[src/rtl/airi5c_wb_stage_pkg.sv]
// Shared constants for the AIRI5C writeback stage: state encoding, result selects, access sizes, mcause codes.
// The state type shrinks to two states unless AIRI5C_WB_PCPI_EN is defined.
package airi5c_wb_stage_pkg;

`ifdef AIRI5C_WB_PCPI_EN
  typedef enum logic [1:0] {
    ST_IDLE      = 2'd0,
    ST_WAIT_MEM  = 2'd1,
    ST_WAIT_PCPI = 2'd2
  } wb_state_e;
`else
  typedef enum logic {
    ST_IDLE     = 1'b0,
    ST_WAIT_MEM = 1'b1
  } wb_state_e;
`endif

  localparam logic [1:0] WB_SRC_ALU  = 2'd0;
  localparam logic [1:0] WB_SRC_MEM  = 2'd1;
  localparam logic [1:0] WB_SRC_CSR  = 2'd2;
  localparam logic [1:0] WB_SRC_PCPI = 2'd3;

  localparam logic [1:0] MEM_SIZE_B = 2'd0;
  localparam logic [1:0] MEM_SIZE_H = 2'd1;
  localparam logic [1:0] MEM_SIZE_W = 2'd2;

  // Must track the control constants header.
  localparam logic [3:0] MCAUSE_ILLEGAL_INST = 4'd2;
  localparam logic [3:0] MCAUSE_LOAD_FAULT   = 4'd5;
  localparam logic [3:0] MCAUSE_STORE_FAULT  = 4'd7;

endpackage

[src/rtl/airi5c_wb_stage_if.sv]
// Bundle of EX/WB pipeline, data-memory response, PCPI and register-file signals seen by the WB stage.
// slave = the WB stage, master = the surrounding pipeline / memory / RF.
interface airi5c_wb_stage_if #(
  parameter int XPR_LEN = 32
);
  logic               valid_WB;
  logic               prev_killed_WB;
  logic               had_ex_WB;
  logic [1:0]         wb_src_sel_WB;
  logic               wr_reg_WB;
  logic [4:0]         reg_to_wr_WB;
  logic [XPR_LEN-1:0] alu_out_WB;
  logic [XPR_LEN-1:0] csr_rdata_WB;
  logic               dmem_en_WB;
  logic               store_in_WB;
  logic [1:0]         dmem_size_WB;
  logic               dmem_unsigned_WB;
  logic [1:0]         dmem_addr_lo_WB;
  logic               dmem_rvalid;
  logic [XPR_LEN-1:0] dmem_rdata;
  logic               dmem_error;
  logic               uses_pcpi_WB;
  logic               pcpi_ready;
  logic               pcpi_wr;
  logic [XPR_LEN-1:0] pcpi_rd;

  logic               stall_WB;
  logic               rf_wen;
  logic [4:0]         rf_waddr;
  logic [XPR_LEN-1:0] rf_wdata;
  logic               retire;
  logic               wb_fault;
  logic [3:0]         wb_fault_code;

  modport slave (
    input  valid_WB, prev_killed_WB, had_ex_WB, wb_src_sel_WB, wr_reg_WB, reg_to_wr_WB,
           alu_out_WB, csr_rdata_WB, dmem_en_WB, store_in_WB, dmem_size_WB,
           dmem_unsigned_WB, dmem_addr_lo_WB, dmem_rvalid, dmem_rdata, dmem_error,
           uses_pcpi_WB, pcpi_ready, pcpi_wr, pcpi_rd,
    output stall_WB, rf_wen, rf_waddr, rf_wdata, retire, wb_fault, wb_fault_code
  );

  modport master (
    output valid_WB, prev_killed_WB, had_ex_WB, wb_src_sel_WB, wr_reg_WB, reg_to_wr_WB,
           alu_out_WB, csr_rdata_WB, dmem_en_WB, store_in_WB, dmem_size_WB,
           dmem_unsigned_WB, dmem_addr_lo_WB, dmem_rvalid, dmem_rdata, dmem_error,
           uses_pcpi_WB, pcpi_ready, pcpi_wr, pcpi_rd,
    input  stall_WB, rf_wen, rf_waddr, rf_wdata, retire, wb_fault, wb_fault_code
  );
endinterface

[src/rtl/airi5c_wb_stage_load_align.sv]
// Load data alignment: picks the byte/half/word lane out of the bus word and sign/zero extends it.
module airi5c_load_align
  import airi5c_wb_stage_pkg::*;
#(
  parameter int XPR_LEN = 32
) (
  input  logic [XPR_LEN-1:0] rdata,
  input  logic [1:0]         size,
  input  logic               is_unsigned,
  input  logic [1:0]         addr_lo,
  output logic [XPR_LEN-1:0] data
);

  logic [XPR_LEN-1:0] byte_sh;
  logic [XPR_LEN-1:0] half_sh;
  logic               b_sign;
  logic               h_sign;

  assign byte_sh = rdata >> {addr_lo, 3'b000};
  // Halves are lane-aligned only on addr_lo[1]; bit 0 is a don't-care.
  assign half_sh = rdata >> {addr_lo[1], 4'b0000};
  assign b_sign  = byte_sh[7]  & ~is_unsigned;
  assign h_sign  = half_sh[15] & ~is_unsigned;

  always_comb begin
    data = rdata;
    case (size)
      MEM_SIZE_B: data = {{(XPR_LEN-8){b_sign}},  byte_sh[7:0]};
      MEM_SIZE_H: data = {{(XPR_LEN-16){h_sign}}, half_sh[15:0]};
      default:    data = rdata;
    endcase
  end

endmodule

[src/rtl/airi5c_wb_stage.sv]
// AIRI5C writeback-stage controller: waits for dmem/PCPI completion, aligns loads, drives RF write, retire and faults.
// Optional PCPI support (WAIT_PCPI state, timeout counter, select 3) is built when AIRI5C_WB_PCPI_EN is defined.
module airi5c_wb_stage
  import airi5c_wb_stage_pkg::*;
#(
  parameter int XPR_LEN      = 32,
  parameter int PCPI_TIMEOUT = 16
) (
  input  logic                clk,
  input  logic                nreset,
  airi5c_wb_stage_if.slave    wb
);

  wb_state_e          state_q, state_d;
  logic               active;
  logic               is_mem;
  logic               is_pcpi;
  logic               complete;
  logic               mem_done;
  logic               fault;
  logic [3:0]         fault_code;
  logic               wen;
  logic [XPR_LEN-1:0] load_data;
  logic [XPR_LEN-1:0] wdata;

  assign active = wb.valid_WB & ~wb.prev_killed_WB & ~wb.had_ex_WB;
  assign is_mem = active & wb.dmem_en_WB;

`ifdef AIRI5C_WB_PCPI_EN
  logic [7:0] cnt_q, cnt_d;
  assign is_pcpi = active & ~wb.dmem_en_WB & wb.uses_pcpi_WB;
`else
  assign is_pcpi = 1'b0;
`endif

  always_ff @(posedge clk or negedge nreset) begin
    if (!nreset) begin
      state_q <= ST_IDLE;
`ifdef AIRI5C_WB_PCPI_EN
      cnt_q   <= '0;
`endif
    end else begin
      state_q <= state_d;
`ifdef AIRI5C_WB_PCPI_EN
      cnt_q   <= cnt_d;
`endif
    end
  end

  always_comb begin
    state_d    = state_q;
    wb.stall_WB = 1'b0;
    complete   = 1'b0;
    mem_done   = 1'b0;
    fault      = 1'b0;
    fault_code = 4'd0;
`ifdef AIRI5C_WB_PCPI_EN
    cnt_d      = cnt_q;
`endif
    case (state_q)
      ST_IDLE: begin
        if (is_mem) begin
          if (wb.dmem_rvalid) mem_done = 1'b1;
          else begin
            wb.stall_WB = 1'b1;
            state_d     = ST_WAIT_MEM;
          end
`ifdef AIRI5C_WB_PCPI_EN
        end else if (is_pcpi) begin
          cnt_d = 8'(PCPI_TIMEOUT - 1);
          if (wb.pcpi_ready) complete = 1'b1;
          else begin
            wb.stall_WB = 1'b1;
            state_d     = ST_WAIT_PCPI;
          end
`endif
        end else if (active) begin
          complete = 1'b1;
        end
      end
      ST_WAIT_MEM: begin
        if (wb.dmem_rvalid) begin
          mem_done = 1'b1;
          state_d  = ST_IDLE;
        end else begin
          wb.stall_WB = 1'b1;
        end
      end
`ifdef AIRI5C_WB_PCPI_EN
      ST_WAIT_PCPI: begin
        cnt_d = cnt_q - 8'd1;
        // Ready wins over a timeout landing in the same cycle.
        if (wb.pcpi_ready) begin
          complete = 1'b1;
          cnt_d    = '0;
          state_d  = ST_IDLE;
        end else if (cnt_q <= 8'd1) begin
          fault      = 1'b1;
          fault_code = MCAUSE_ILLEGAL_INST;
          cnt_d      = '0;
          state_d    = ST_IDLE;
        end else begin
          wb.stall_WB = 1'b1;
        end
      end
`endif
      default: state_d = ST_IDLE;
    endcase

    if (mem_done) begin
      if (wb.dmem_error) begin
        fault      = 1'b1;
        fault_code = wb.store_in_WB ? MCAUSE_STORE_FAULT : MCAUSE_LOAD_FAULT;
      end else begin
        complete = 1'b1;
      end
    end
  end

  airi5c_load_align #(.XPR_LEN(XPR_LEN)) u_load_align (
    .rdata       (wb.dmem_rdata),
    .size        (wb.dmem_size_WB),
    .is_unsigned (wb.dmem_unsigned_WB),
    .addr_lo     (wb.dmem_addr_lo_WB),
    .data        (load_data)
  );

  always_comb begin
    wen = complete & wb.wr_reg_WB & (wb.reg_to_wr_WB != 5'd0)
        & ~(wb.dmem_en_WB & wb.store_in_WB);
    if (is_pcpi) wen = wen & wb.pcpi_wr;
  end

  always_comb begin
    wdata = '0;
    case (wb.wb_src_sel_WB)
      WB_SRC_ALU:  wdata = wb.alu_out_WB;
      WB_SRC_MEM:  wdata = load_data;
      WB_SRC_CSR:  wdata = wb.csr_rdata_WB;
`ifdef AIRI5C_WB_PCPI_EN
      WB_SRC_PCPI: wdata = wb.pcpi_rd;
`endif
      default:     wdata = '0;
    endcase
  end

  assign wb.rf_wen        = wen;
  assign wb.rf_waddr      = complete ? wb.reg_to_wr_WB : 5'd0;
  assign wb.rf_wdata      = wen ? wdata : '0;
  assign wb.retire        = complete;
  assign wb.wb_fault      = fault;
  assign wb.wb_fault_code = fault_code;

endmodule

[src/flat_wrapper.sv]
// flat-port wrapper written by rule: the top's interface ports become plain ports
module airi5c_wb_stage_flat import airi5c_wb_stage_pkg::*;
#(
  parameter int XPR_LEN      = 32,
  parameter int PCPI_TIMEOUT = 16
)
  (clk, nreset, wb_valid_WB, wb_prev_killed_WB, wb_had_ex_WB, wb_wb_src_sel_WB, wb_wr_reg_WB, wb_reg_to_wr_WB, wb_alu_out_WB, wb_csr_rdata_WB, wb_dmem_en_WB, wb_store_in_WB, wb_dmem_size_WB, wb_dmem_unsigned_WB, wb_dmem_addr_lo_WB, wb_dmem_rvalid, wb_dmem_rdata, wb_dmem_error, wb_uses_pcpi_WB, wb_pcpi_ready, wb_pcpi_wr, wb_pcpi_rd, wb_stall_WB, wb_rf_wen, wb_rf_waddr, wb_rf_wdata, wb_retire, wb_wb_fault, wb_wb_fault_code);
  airi5c_wb_stage_if #(.XPR_LEN(XPR_LEN)) wb_i ();
  input  logic clk;
  input  logic nreset;
  input wire logic [$bits(wb_i.valid_WB)-1:0] wb_valid_WB;
  input wire logic [$bits(wb_i.prev_killed_WB)-1:0] wb_prev_killed_WB;
  input wire logic [$bits(wb_i.had_ex_WB)-1:0] wb_had_ex_WB;
  input wire logic [$bits(wb_i.wb_src_sel_WB)-1:0] wb_wb_src_sel_WB;
  input wire logic [$bits(wb_i.wr_reg_WB)-1:0] wb_wr_reg_WB;
  input wire logic [$bits(wb_i.reg_to_wr_WB)-1:0] wb_reg_to_wr_WB;
  input wire logic [$bits(wb_i.alu_out_WB)-1:0] wb_alu_out_WB;
  input wire logic [$bits(wb_i.csr_rdata_WB)-1:0] wb_csr_rdata_WB;
  input wire logic [$bits(wb_i.dmem_en_WB)-1:0] wb_dmem_en_WB;
  input wire logic [$bits(wb_i.store_in_WB)-1:0] wb_store_in_WB;
  input wire logic [$bits(wb_i.dmem_size_WB)-1:0] wb_dmem_size_WB;
  input wire logic [$bits(wb_i.dmem_unsigned_WB)-1:0] wb_dmem_unsigned_WB;
  input wire logic [$bits(wb_i.dmem_addr_lo_WB)-1:0] wb_dmem_addr_lo_WB;
  input wire logic [$bits(wb_i.dmem_rvalid)-1:0] wb_dmem_rvalid;
  input wire logic [$bits(wb_i.dmem_rdata)-1:0] wb_dmem_rdata;
  input wire logic [$bits(wb_i.dmem_error)-1:0] wb_dmem_error;
  input wire logic [$bits(wb_i.uses_pcpi_WB)-1:0] wb_uses_pcpi_WB;
  input wire logic [$bits(wb_i.pcpi_ready)-1:0] wb_pcpi_ready;
  input wire logic [$bits(wb_i.pcpi_wr)-1:0] wb_pcpi_wr;
  input wire logic [$bits(wb_i.pcpi_rd)-1:0] wb_pcpi_rd;
  output wire logic [$bits(wb_i.stall_WB)-1:0] wb_stall_WB;
  output wire logic [$bits(wb_i.rf_wen)-1:0] wb_rf_wen;
  output wire logic [$bits(wb_i.rf_waddr)-1:0] wb_rf_waddr;
  output wire logic [$bits(wb_i.rf_wdata)-1:0] wb_rf_wdata;
  output wire logic [$bits(wb_i.retire)-1:0] wb_retire;
  output wire logic [$bits(wb_i.wb_fault)-1:0] wb_wb_fault;
  output wire logic [$bits(wb_i.wb_fault_code)-1:0] wb_wb_fault_code;
  assign wb_i.valid_WB = wb_valid_WB;
  assign wb_i.prev_killed_WB = wb_prev_killed_WB;
  assign wb_i.had_ex_WB = wb_had_ex_WB;
  assign wb_i.wb_src_sel_WB = wb_wb_src_sel_WB;
  assign wb_i.wr_reg_WB = wb_wr_reg_WB;
  assign wb_i.reg_to_wr_WB = wb_reg_to_wr_WB;
  assign wb_i.alu_out_WB = wb_alu_out_WB;
  assign wb_i.csr_rdata_WB = wb_csr_rdata_WB;
  assign wb_i.dmem_en_WB = wb_dmem_en_WB;
  assign wb_i.store_in_WB = wb_store_in_WB;
  assign wb_i.dmem_size_WB = wb_dmem_size_WB;
  assign wb_i.dmem_unsigned_WB = wb_dmem_unsigned_WB;
  assign wb_i.dmem_addr_lo_WB = wb_dmem_addr_lo_WB;
  assign wb_i.dmem_rvalid = wb_dmem_rvalid;
  assign wb_i.dmem_rdata = wb_dmem_rdata;
  assign wb_i.dmem_error = wb_dmem_error;
  assign wb_i.uses_pcpi_WB = wb_uses_pcpi_WB;
  assign wb_i.pcpi_ready = wb_pcpi_ready;
  assign wb_i.pcpi_wr = wb_pcpi_wr;
  assign wb_i.pcpi_rd = wb_pcpi_rd;
  assign wb_stall_WB = wb_i.stall_WB;
  assign wb_rf_wen = wb_i.rf_wen;
  assign wb_rf_waddr = wb_i.rf_waddr;
  assign wb_rf_wdata = wb_i.rf_wdata;
  assign wb_retire = wb_i.retire;
  assign wb_wb_fault = wb_i.wb_fault;
  assign wb_wb_fault_code = wb_i.wb_fault_code;
  airi5c_wb_stage #(.XPR_LEN(XPR_LEN), .PCPI_TIMEOUT(PCPI_TIMEOUT)) u_core (.clk(clk), .nreset(nreset), .wb(wb_i));
endmodule
[config.mk]
export PLATFORM = sky130hd
export DESIGN_NAME = airi5c_wb_stage_flat
export DESIGN_NICKNAME = d
export VERILOG_FILES = /design/src/rtl/airi5c_wb_stage_pkg.sv /design/src/rtl/airi5c_wb_stage_if.sv /design/src/rtl/airi5c_wb_stage_load_align.sv /design/src/rtl/airi5c_wb_stage.sv /design/src/flat_wrapper.sv
export SDC_FILE = /design/constraint.sdc
export NUM_CORES = 1
export LEC_CHECK = 0
export CORE_AREA = 2 2 78 80
export CTS_CLUSTER_SIZE = 24
export DETAILED_ROUTE_END_ITERATION = 6
export DIE_AREA = 0 0 80 82
export PLACE_DENSITY_LB_ADDON = 0.12
export SETUP_SLACK_MARGIN = 0.05
export SYNTH_ARGS = -nofsm -noshare
export SYNTH_HDL_FRONTEND = slang
export SYNTH_SLANG_ARGS = --single-unit
[constraint.sdc]
create_clock -name clk -period 4.8 [get_ports clk]
set_clock_uncertainty 0.2 [all_clocks]
set_input_delay 0.96 -clock clk [delete_from_list [all_inputs] [get_ports clk]]
set_output_delay 0.96 -clock clk [all_outputs]
set_load 0.02 [all_outputs]
==> flow_metrics.py <==
metrics = {
    "setup_path": {
        "max_stage_delay_ns": 0.83,
        "r2r_cells": 2,
        "worstPathArrival_ns": 3.30,
        "cp_cell_sequence": "clkdlybuf4s50_1, nand2_1, o21ai_0, o311ai_4, a21oi_1, clkdlybuf4s50_1",
        "crit_start": "wb_dmem_rdata[23]",
        "rr_endpoint": "u_core.state_q",
        "path_buf_inv": 2,
        "critPathMaxFanout": 16,
        "start_kind": "primary input",
        "worstSetupPathType": "primary input to primary output",
        "rrSetupSlack_ns": 3.65,
        "required_ns": 3.64,
        "crit_top_cell": "clkdlybuf4s50_1",
        "crit_family": "compound AO/OA/AOI/OAI gates",
        "cp_slowest_cell": "o311ai_4",
        "r2r-start": "u_core.state_q",
        "end_kind": "primary output",
    },
    "sta": {
        "hold_violations": 0,
        "rsz0062_at_grt": "no",
        "drv_slew": 0,
        "worst_pin_slew_ns": 0.9662,
        "whs_ns": 0.4027,
        "min_period_ns": 4.456,
        "relSlewSlack_pct": 35.44,
        "setup_viol": 0,
        "max_freq_mhz": 224.4,
        "finalCritPeriodShare_pct": 92.84,
        "tns_ns": 0,
    },
    "placement": {
        "placed_cell_area_sq_mm": 0.003289,
        "gp_congestion": 0.8900,
        "dp_hpwl_microns": 5564,
        "place.port_buffers": 161,
    },
    "floorplanning": {
        "dieArea_sq_mm": 0.006560,
        "pin_count": 198,
        "initial_core_util_pct": 28.92,
        "die_y_microns": 82,
        "die_x_microns": 80,
        "core-area_sq_mm": 0.005746,
        "rows": 28,
    },
    "synthesis": {
        "synth_top_area_share_pct": 23.49,
        "synthCells": 259,
        "syn_nets": 412,
        "synthFlopType": "dfrtp_1",
        "synthArstFlopShare_pct": 100.0,
        "yosysUniqueCellTypes": 39,
        "yosysTopAreaCell": "mux2i_1",
        "yosys_warnings": 0,
        "synthTopCellsByArea": "mux2i_1, a21oi_1, nor2_1, a31oi_1, a21oi_2",
        "seq_area_frac_synth_pct": 1.506,
        "synth.avg_cell_area_sq_um": 6.415,
        "synth-edff-count": 0,
        "ys_ff_latch": 1,
        "syn-cell-area_sq_mm": 0.001662,
    },
    "grt": {
        "grt_max_degree": 58,
        "antenna_found_initial": 0,
        "grt_pass1_vias": 2223,
        "grt_overflow": 0,
        "grt_first_pass_wirelength_microns": 10830,
        "track_usage_pct": 20.22,
    },
    "hold_path": {
        "holdPathStages": 2,
        "hold_class": "flop to flop",
        "hold_path.startpoint": "u_core.state_q",
        "min_to": "u_core.state_q",
    },
    "finish": {
        "regArea_sq_um": 25.02,
        "area_delta_synth_final_pct": 97.97,
        "multi_input_comb_area_sq_mm": 0.001446,
        "final_layout_size_suffix_gt1_share_pct": 7.232,
        "top_register": "u_core.state_q",
        "antenna_cells": 0,
        "layout.nets": 556,
        "fillers": 608,
        "reg.largest.list": "u_core.state_q: 1 flops",
        "fin_area_sq_mm": 0.003289,
        "largest_reg_flops": 1,
    },
    "drt": {
        "wl_microns": 6999,
        "antenna_left": 0,
        "vias": 2398,
        "viasPerCell": 5.038,
        "wire_per_inst_microns": 14.70,
        "drcViolationCount": 0,
        "first_pass_iters": 4,
        "drt_iter0_drc": 55,
    },
    "clock_network": {
        "cts_resized": 0,
        "clk_latency_ns": 0,
        "hold_buffers": 0,
        "clk_pin_slew_ns": 0,
        "cts_setup_buffers": 0,
    },
    "power": {
        "powerDensity_mw_per_mm2": 74.42,
        "peakVddDrop_v": 0.00004752,
        "design_power_total_uw": 244.8,
        "power.leakage_uw": 0.001265,
    },
    "flow_run": {
        "maxCapViolations": 0,
    },
    "outcome": {
        "status": "finished, final reports clean",
    },
}
-- cells in the final DEF (no fill, tap or decap) --
cell | synthesis | routed
o21ai_1 | 1 | 1
a21oi_1 | 29 | 29
a221oi_1 | 7 | 7
nand2_1 | 16 | 16
a31oi_1 | 17 | 17
nand4b_1 | 1 | 1
o21ai_4 | 1 | 1
nor3_1 | 8 | 8
nor2_2 | 1 | 1
a22o_1 | 1 | 1
nand4_1 | 1 | 1
o311ai_4 | 1 | 1
clkdlybuf4s50_1 | 0 | 159
and3_1 | 1 | 1
nor3_4 | 1 | 1
nand4_2 | 1 | 1
or2_2 | 1 | 1
nand2b_4 | 1 | 1
o22ai_1 | 9 | 9
o21bai_1 | 1 | 1
a21oi_2 | 10 | 10
buf_2 | 10 | 2
inv_1 | 8 | 8
conb_1 | 1 | 1
buf_4 | 6 | 7
dfrtp_1 | 1 | 1
o211a_1 | 1 | 1
o21ai_0 | 8 | 8
and2_1 | 6 | 6
nor2b_2 | 0 | 1
a21boi_0 | 1 | 1
and2_0 | 1 | 1
nand3_1 | 8 | 8
nor2b_1 | 8 | 7
nand2b_1 | 3 | 3
nor2_1 | 36 | 36
nand3b_1 | 1 | 1
buf_12 | 0 | 2
mux2i_1 | 39 | 39
-- worst max path at each step --
stage                     cells past startpoint  slack (ns)              end
after global placement                        6        0.34  wb_rf_wdata[16]
after detailed placement                      6        0.35  wb_rf_wdata[16]
final                                         6        0.34  wb_rf_wdata[16]
after global routing                          7        0.17   wb_rf_wdata[3]
after floorplan                               6        1.39  wb_rf_wdata[18]
after CTS                                     6        0.35  wb_rf_wdata[16]
-- layout make-up --
cell class                      count  share of cell area, %
Timing Repair Buffer              170                  51.50
Multi-Input combinational cell    222                  43.97
Tap cell                           75                  2.853
Inverter                            8                 0.9129
Sequential cell                     1                 0.7607
-- cells in the mapped netlist (all sizes together) (8+ instances only) --
cell     n
inv      8
nand2   16
a31oi   17
nand3    8
clkbuf   8
mux2i   39
buf     20
nor3     9
nor2    37
nor2b    8
a21oi   39
o21ai   10
o22ai    9
-- power by group --
part | switching, uW | internal [uW] | total [uW] | leakage, uW
sequential | 0.131 | 8.86 | 9.00 | 0.0000137
clock | 0 | 0 | 0 | 0
combinational | 97.6 | 138 | 236 | 0.00125
-- routing by layer --
| layer | routed length (microns) | track usage (%) |
|---|---|---|
| met1 | 3132 | 27.98 |
| met4 | 59 | 1.695 |
| met5 | 0 | 0 |
| met3 | 437 | 2.088 |
| met2 | 3369 | 35.17 |
-- worst reg2reg max path: cells and delay by family, from the launching register on --
family             cells  cell delay (ns)
DFF                    1             0.35
AOI/OAI and AO/OA      1             0.35
and+or+nand+nor        1             0.11
-- per-stage QoR --
stage | instances | util [%] | setup slack (ns)
final | 476 | 57.25 | 0.3436
after floorplan | 259 | - | 1.393
after CTS | 476 | 57.25 | 0.3515
after global placement | 476 | 57.25 | 0.3420
after global routing | 476 | 57.25 | 0.1671
after detailed placement | 476 | 57.25 | 0.3475
-- logic make-up after synthesis --
logic type	share of synthesized area, %
simple gates	28.39
other cells	0.2257
compound gates	34.79
buf+inv	11.60
flops	1.506
mux	23.49
No activity file was read; power rests on OpenSTA's default activity.
